<file path="config.mk">
export PLATFORM = sky130hd
export DESIGN_NAME = gate_test_ctrl
export DESIGN_NICKNAME = d
export VERILOG_FILES = /design/src/rtl/gate_test_ctrl.sv
export SDC_FILE = /design/constraint.sdc
export NUM_CORES = 1
export LEC_CHECK = 0
export ABC_AREA = 1
export CAP_MARGIN = 20
export CORE_MARGIN = 5
export CORE_UTILIZATION = 40
export DETAILED_ROUTE_END_ITERATION = 7
export GPL_ROUTABILITY_DRIVEN = 0
export GPL_TIMING_DRIVEN = 1
export SYNTH_ARGS = -nofsm -noshare
export SYNTH_HDL_FRONTEND = slang
export SYNTH_SLANG_ARGS = --single-unit
</file>
<file path="constraint.sdc">
create_clock -name clk -period 4.1 [get_ports clk]
set_input_delay 0.41 -clock clk [delete_from_list [all_inputs] [get_ports clk]]
set_output_delay 0.41 -clock clk [all_outputs]
set_load 0.02 [all_outputs]
</file>
<file path="src/rtl/gate_test_ctrl.sv">
`default_nettype none
// ============================================================================
// Module      : gate_test_ctrl
// Description : Exhaustive tester for a 2-input combinational gate. A sweep
//               drives the four input vectors {a,b} = 00,01,10,11, waits
//               SETTLE cycles on each and then samples f against a latched
//               4-bit truth table. It reports per-vector mismatches and an
//               overall pass flag.
// Revision    : 1.0 - initial release
// ----------------------------------------------------------------------------
// Parameters
//   SETTLE     wait cycles per vector before f is sampled (0..15)
// Ports
//   clk        single clock, all state changes on its rising edge
//   rst_n      synchronous active-low reset
//   start      begin a sweep (honoured in IDLE only)
//   abort      terminate an active sweep
//   truth_tbl  expected f; bit i applies to vector i = {a,b}
//   f          output of the gate under test
//   a, b       gate inputs (vector index bits 1 and 0)
//   busy       sweep in progress
//   done       one-cycle pulse at sweep completion
//   pass       sweep result, valid from done until the next accepted start
//   fail_mask  bit i set when vector i mismatched
// ============================================================================
module gate_test_ctrl #(
  parameter int unsigned SETTLE = 1
) (
  input  logic       clk,
  input  logic       rst_n,
  input  logic       start,
  input  logic       abort,
  input  logic [3:0] truth_tbl,
  input  logic       f,
  output logic       a,
  output logic       b,
  output logic       busy,
  output logic       done,
  output logic       pass,
  output logic [3:0] fail_mask
);

  localparam logic [1:0] C_ST_IDLE   = 2'd0;
  localparam logic [1:0] C_ST_WAIT   = 2'd1;
  localparam logic [1:0] C_ST_SAMPLE = 2'd2;
  localparam logic [1:0] C_ST_DONE   = 2'd3;

  // With no settle time every vector goes straight to SAMPLE.
  localparam bit         C_NO_SETTLE = (SETTLE == 0);
  // The WAIT counter is loaded with SETTLE-1 so WAIT lasts SETTLE cycles.
  localparam logic [3:0] C_CNT_LOAD  = (SETTLE > 0) ? 4'(SETTLE - 1) : 4'd0;

  logic [1:0] r_state;
  logic [1:0] w_next_state;
  logic [1:0] r_idx;
  logic [3:0] r_cnt;
  logic [3:0] r_tbl;
  logic [3:0] r_fail_mask;
  logic       r_pass;
  logic       w_accept;

  assign w_accept = start && !abort;

  // State register
  always_ff @(posedge clk) begin
    if (!rst_n) begin
      r_state <= C_ST_IDLE;
    end else begin
      r_state <= w_next_state;
    end
  end

  // Next-state logic
  always_comb begin
    w_next_state = r_state;
    case (r_state)
      C_ST_IDLE: begin
        if (w_accept) begin
          w_next_state = C_NO_SETTLE ? C_ST_SAMPLE : C_ST_WAIT;
        end
      end
      C_ST_WAIT: begin
        if (abort) begin
          w_next_state = C_ST_IDLE;
        end else if (r_cnt == 4'd0) begin
          w_next_state = C_ST_SAMPLE;
        end
      end
      C_ST_SAMPLE: begin
        if (abort) begin
          w_next_state = C_ST_IDLE;
        end else if (r_idx == 2'd3) begin
          w_next_state = C_ST_DONE;
        end else begin
          w_next_state = C_NO_SETTLE ? C_ST_SAMPLE : C_ST_WAIT;
        end
      end
      default: begin
        w_next_state = C_ST_IDLE;
      end
    endcase
  end

  // Sweep datapath: vector index, settle counter, latched table, results.
  always_ff @(posedge clk) begin
    if (!rst_n) begin
      r_idx       <= 2'd0;
      r_cnt       <= 4'd0;
      r_tbl       <= 4'd0;
      r_fail_mask <= 4'd0;
      r_pass      <= 1'b0;
    end else begin
      case (r_state)
        C_ST_IDLE: begin
          if (w_accept) begin
            r_tbl       <= truth_tbl;
            r_idx       <= 2'd0;
            r_cnt       <= C_CNT_LOAD;
            r_fail_mask <= 4'd0;
            r_pass      <= 1'b0;
          end
        end
        C_ST_WAIT: begin
          if (abort) begin
            r_idx  <= 2'd0;
            r_pass <= 1'b0;
          end else if (r_cnt != 4'd0) begin
            r_cnt <= r_cnt - 4'd1;
          end
        end
        C_ST_SAMPLE: begin
          // An abort discards the compare of the vector being sampled.
          if (abort) begin
            r_idx  <= 2'd0;
            r_pass <= 1'b0;
          end else begin
            if (f != r_tbl[r_idx]) begin
              r_fail_mask[r_idx] <= 1'b1;
            end
            if (r_idx != 2'd3) begin
              r_idx <= r_idx + 2'd1;
              r_cnt <= C_CNT_LOAD;
            end
          end
        end
        default: begin
          // DONE: capture the verdict so it holds through IDLE.
          r_pass <= (r_fail_mask == 4'd0);
          r_idx  <= 2'd0;
        end
      endcase
    end
  end

  // Output logic
  always_comb begin
    a         = 1'b0;
    b         = 1'b0;
    busy      = 1'b0;
    done      = 1'b0;
    pass      = r_pass;
    fail_mask = r_fail_mask;
    case (r_state)
      C_ST_WAIT, C_ST_SAMPLE: begin
        a    = r_idx[1];
        b    = r_idx[0];
        busy = 1'b1;
      end
      C_ST_DONE: begin
        done = 1'b1;
        pass = (r_fail_mask == 4'd0);
      end
      default: begin
        pass = r_pass;
      end
    endcase
  end

endmodule
`default_nettype wire

</file>
Word level (Yosys, flattened, before mapping). Index checks and enable logic that the tools add are counted.

Register bits: 17. Input bits: 9. Output and inout port bits: 9. Word-level logic and storage cells: 75.

Add/subtract/negate cells: 2. $lt $le $gt $ge: 2. Eq/ne operators: 16. Multiplexer cells: 32. Bitwise logic cells: 1. Reduce and logical (&&, ||, !) cells: 16.

Operator list (count): two-way mux 4 bit (7); two-way mux 2 bit (9); inequality test 2 bit, second input constant (8); one-hot mux 2 bit (3 select lines) (2); one-hot mux 4 bit (3 select lines) (1); two-way mux 1 bit (9); logical NOT 4 bit (2); one-hot mux 4 bit (2 select lines) (1); equality test 2 bit, second input constant (3); inequality test 3 bit, second input constant (2); AND reduction 2 bit (3); AND reduction 6 bit (1); bitwise OR 4 bit (1); AND reduction 4 bit (1); nonzero test 4 bit (1); subtractor 4 x 1 -> 4 bit, second input constant (1); < comparator 2 x 3 -> 1 bit, second input constant (1); AND reduction 3 bit (1); nonzero test 3 bit (1); adder 2 x 1 -> 2 bit, second input constant (1); binary-select mux 1 bit (select 2 bit) (1); demux 1 bit (select 2 bit) (1); equality test 2 x 1 -> 1 bit, second input constant (1); greater-or-equal comparator 2 x 1 -> 1 bit, second input constant (1); 8 further kinds (9).

Logic depth before layout (Yosys ltp). Gate-level depths: netlist of run 1.

Depth in word-level cells: 8. Depth in mapped cells: 9. Gate-level depth less buffers: 9.

Worst setup path before layout of run 1. Ideal clock, no wire load.

Kind: flip-flop to output port. Start point: register r_state[0]. End point: output port pass. Data arrival time: 1.107 ns. Required time: 3.690 ns. Slack: 2.583 ns. Stages on the path, launching flop included: 3. Buffers on the path: 0. Cells stage by stage: dfxtp_1 > ha_1 > mux2_2.

Word-level cells in the longest chain between the ends: 2.

Ends and longest elaborated chain: start, declared (RTL line 53) `logic [1:0] r_state;`; start signal, assigned (RTL line 69) `r_state <= w_next_state;`; equality test 2 bit (RTL line 163) `case (r_state)`; two-way mux 1 bit (RTL line 163); end, declared (RTL line 39) `output logic pass,`.

Every way passes these cells.

Final worst setup path of run 1.
Start point: register r_fail_mask[3], in the netlist fail_mask[3]. End point: output port pass.

Word-level cells in the longest chain between the ends: 2.

Ends and longest elaborated chain: start, declared (RTL line 58) `logic [3:0] r_fail_mask;`; start signal, assigned (RTL line 110) `r_fail_mask <= 4'd0;`; start signal, assigned (RTL line 119) `r_fail_mask <= 4'd0;`; start signal, assigned by index (RTL line 138) `r_fail_mask[r_idx] <= 1'b1;`; logical NOT 4 bit (RTL line 171) `pass = (r_fail_mask == 4'd0);`; two-way mux 1 bit (RTL line 163).

Every way passes these cells.

==> flow_metrics.tcl, run 1 <==
set metrics [dict create \
    regToRegSetupSlack_ns 2.53 \
    fin_skew_ns 0.00485 \
    firstDrtPassIters 4 \
    cts_hold_buf 0 \
    fp.dieW_microns 60.7 \
    ant_nets 0 \
    grt_max_degree 11 \
    final-setup-viol-count 0 \
    path_max_fanout 3 \
    status "complete, no violations" \
    synth_edf_count 0 \
    htree_levels 1 \
    syn_avg_cell_area_sq_um 7.55 \
    period_minus_slack_ns 2.37 \
    ios 18 \
    cp.arrival_ns 1.96 \
    power_density_nw_per_um2 563 \
    p_int_uw 395 \
    syn_area_sq_um 1030 \
    drt-initial-drc-count 33 \
    root_buffer "clkbuf_4" \
    numCtsBuffers 3 \
    synth_top_area_share_pct 33.1 \
    place_ws_ns 2.06 \
    critPathKind "flip-flop to output pin" \
    relSlewSlack_pct 66.4 \
    synth_area_leaders "dfxtp_1, ha_1, inv_1" \
    clock_path_buffers 2 \
    whs_path_depth 2 \
    critPathCaptureType "output pin" \
    switching_share_pct 44.5 \
    ir_drop_uv 408 \
    reg2reg_depth 8 \
    power_frac_clock_pct 12.6 \
    insertion_delay_ns 0.29 \
    grt_pass1_vias 897 \
    p_leak_nw 0.535 \
    yosysTopAreaCell "dfxtp_1" \
    hold_start "r_tbl[3]" \
    drc 0 \
    setup_slack_ns 1.73 \
    clkSlewWorstSetupHoldPaths_ns 0.10 \
    slew_violations 0 \
    hold_viol 0 \
    final_layout_size_suffix_gt1_share_pct 10.2 \
    yosysUniqueCellTypes 24 \
    grt_overflow 0 \
    antenna_found_initial 0 \
    die_h_microns 60.7 \
    regArea_sq_um 340 \
    cts_resized 0 \
    area_growth_pct 22.9 \
    dieArea_sq_um 3680 \
    grtUsageTotal_pct 13.9 \
    fin_setup_tns_ns 0 \
    core_area_sq_um 2480 \
    cp.required_ns 3.69 \
    r2r-start "r_state[0]" \
    hold-path-endpoint "r_tbl[3]" \
    wirelength_mm 2.12 \
    start_util_pct 41.5 \
    std_cell_rows 18 \
    fmax_ghz 0.421 \
    p_switching_uw 317 \
    worst_pin_slew_ns 0.500 \
    port-buffer-count 17 \
    fillers 257 \
    regToRegEndpoint "r_cnt[1]" \
    synth.most_common_cell "inv_1" \
    grt_pass1_wl_mm 3.86 \
    yosysSeqAreaShare_pct 33.1 \
    drv_cap 0 \
    synth_nets 156 \
    vias 901 \
    yosysWarnings 0 \
    synthCells 136 \
    power_frac_seq_pct 32.8 \
    cts_tree "built" \
    ys_seq_elements 17 \
    ys.flop_type "dfxtp_1" \
    p_comb_share_pct 54.5 \
    async_flop_share_pct 0 \
    clock-sinks 17 \
    fin_crit_sh_pct 57.9 \
    hold_path.class "flip-flop to flip-flop" \
    post-cts-setup-buffers 0 \
    multiInputGateArea_sq_um 573 \
    critPathLaunchType "flip-flop" \
    final_nets 178 \
    viasPerCell 4.82 \
    ys_top_cells_by_count "inv_1, nand2_1, dfxtp_1" \
    whs_ns 0.452 \
    dpl.hpwl_mm 1.71 \
    wire_per_inst_microns 11.3 \
    rsz0062_at_grt "false" \
    antennaDiodeCount 0 \
]
-- worst max path at each step --
stage | start | endpoint | slack, ns | cells past startpoint
after floorplan | r_state[0] | pass | 2.58 | 2
after global placement | fail_mask[3] | pass | 2.10 | 3
after detailed placement | fail_mask[3] | pass | 2.06 | 3
after CTS | fail_mask[3] | pass | 1.72 | 3
after global routing | fail_mask[3] | pass | 1.62 | 3
final | fail_mask[3] | pass | 1.73 | 3
-- power groups by stage --
stage,logic [mW],clock network (mW),registers (mW)
after CTS,0.391,0.0934,0.234
after global routing,0.435,0.102,0.240
after detailed placement,0.388,0,0.238
final,0.388,0.0899,0.234
after global placement,0.383,0,0.236
after floorplan,0.267,0,0.240
-- cell usage in the layout, fill, tap and decap left out, drive strengths merged, types with 2 or more instances in the layout --
master,count
clkdlybuf4s50,17
a31oi,2
clkbuf,3
dfxtp,17
nand2,24
clkinv,3
nand3,11
nand4,2
ha,11
a21oi,17
inv,27
xor2,2
nor2,5
a211oi,2
o21ai,10
-- kinds of logic after synthesis --
kind of cell             after synthesis  synth area share (%)
AO/OA/AOI/OAI                         31                  18.8
adder cells (fa/ha/maj)               11                  13.4
XOR/XNOR                               2                  1.71
AND/OR/NAND/NOR                       45                  20.8
multiplexers                           1                  1.10
flip-flops                            17                  33.1
buffers and inverters                 29                  11.1
-- layer usage --
layer  up-vias  track usage [%]  wire (microns)
met1       400             19.3            1120
met2        13             20.2             865
li1        482                -               -
met5         -                0               0
met4         0             6.50              51
met3         6             3.40              77
-- critical path, stage by stage (launching register included) --
cell             delay, ns
dfxtp_1               0.33
nor4_1                0.48
mux2_2                0.26
clkdlybuf4s50_1       0.60
-- through the flow --
| step | std cells | power [mW] | area [sq um] | util [%] |
|---|---|---|---|---|
| finish | 187 | 0.711 | 1260 | 51.0 |
| global route | 187 | 0.777 | 1260 | 51.0 |
| floorplan | 136 | 0.507 | 1030 | - |
| global placement | 183 | 0.619 | 1230 | 49.8 |
| detailed placement | 183 | 0.625 | 1230 | 49.8 |
| CTS | 187 | 0.718 | 1260 | 51.0 |
-- registers in the layout, summed over array words and instances, names as in the netlist --
signal	cells
r_cnt	4
r_state	2
r_idx	2
fail_mask	4
r_tbl	4
r_pass	1
-- area by class of cell --
| class | count | share of cell area [%] |
|---|---|---|
| clock inverter | 1 | 0.396 |
| tap | 30 | 2.97 |
| sequential | 17 | 27.0 |
| clock buffer | 3 | 1.78 |
| timing repair buffer | 17 | 13.5 |
| inverter | 29 | 9.02 |
| multi-input combinational | 90 | 45.4 |
No activity file was read; power rests on OpenSTA's default activity.
==> run 2: changes to the inputs <==
Clock period 4.1 ns to 2.3 ns, I/O delays scaled along.
==> results of run 2 <==
Same layout as run 1 (identical final DEF). Status: complete, no violations.
Among the figures that moved: setup slack after placement 2.06 ns -> 0.441 ns; setup slack after layout 1.73 ns -> 0.105 ns; register-to-register setup slack 2.53 ns -> 0.73 ns; total power 0.711 mW -> 1.27 mW; worst IR drop on VDD 408 uV -> 727 uV
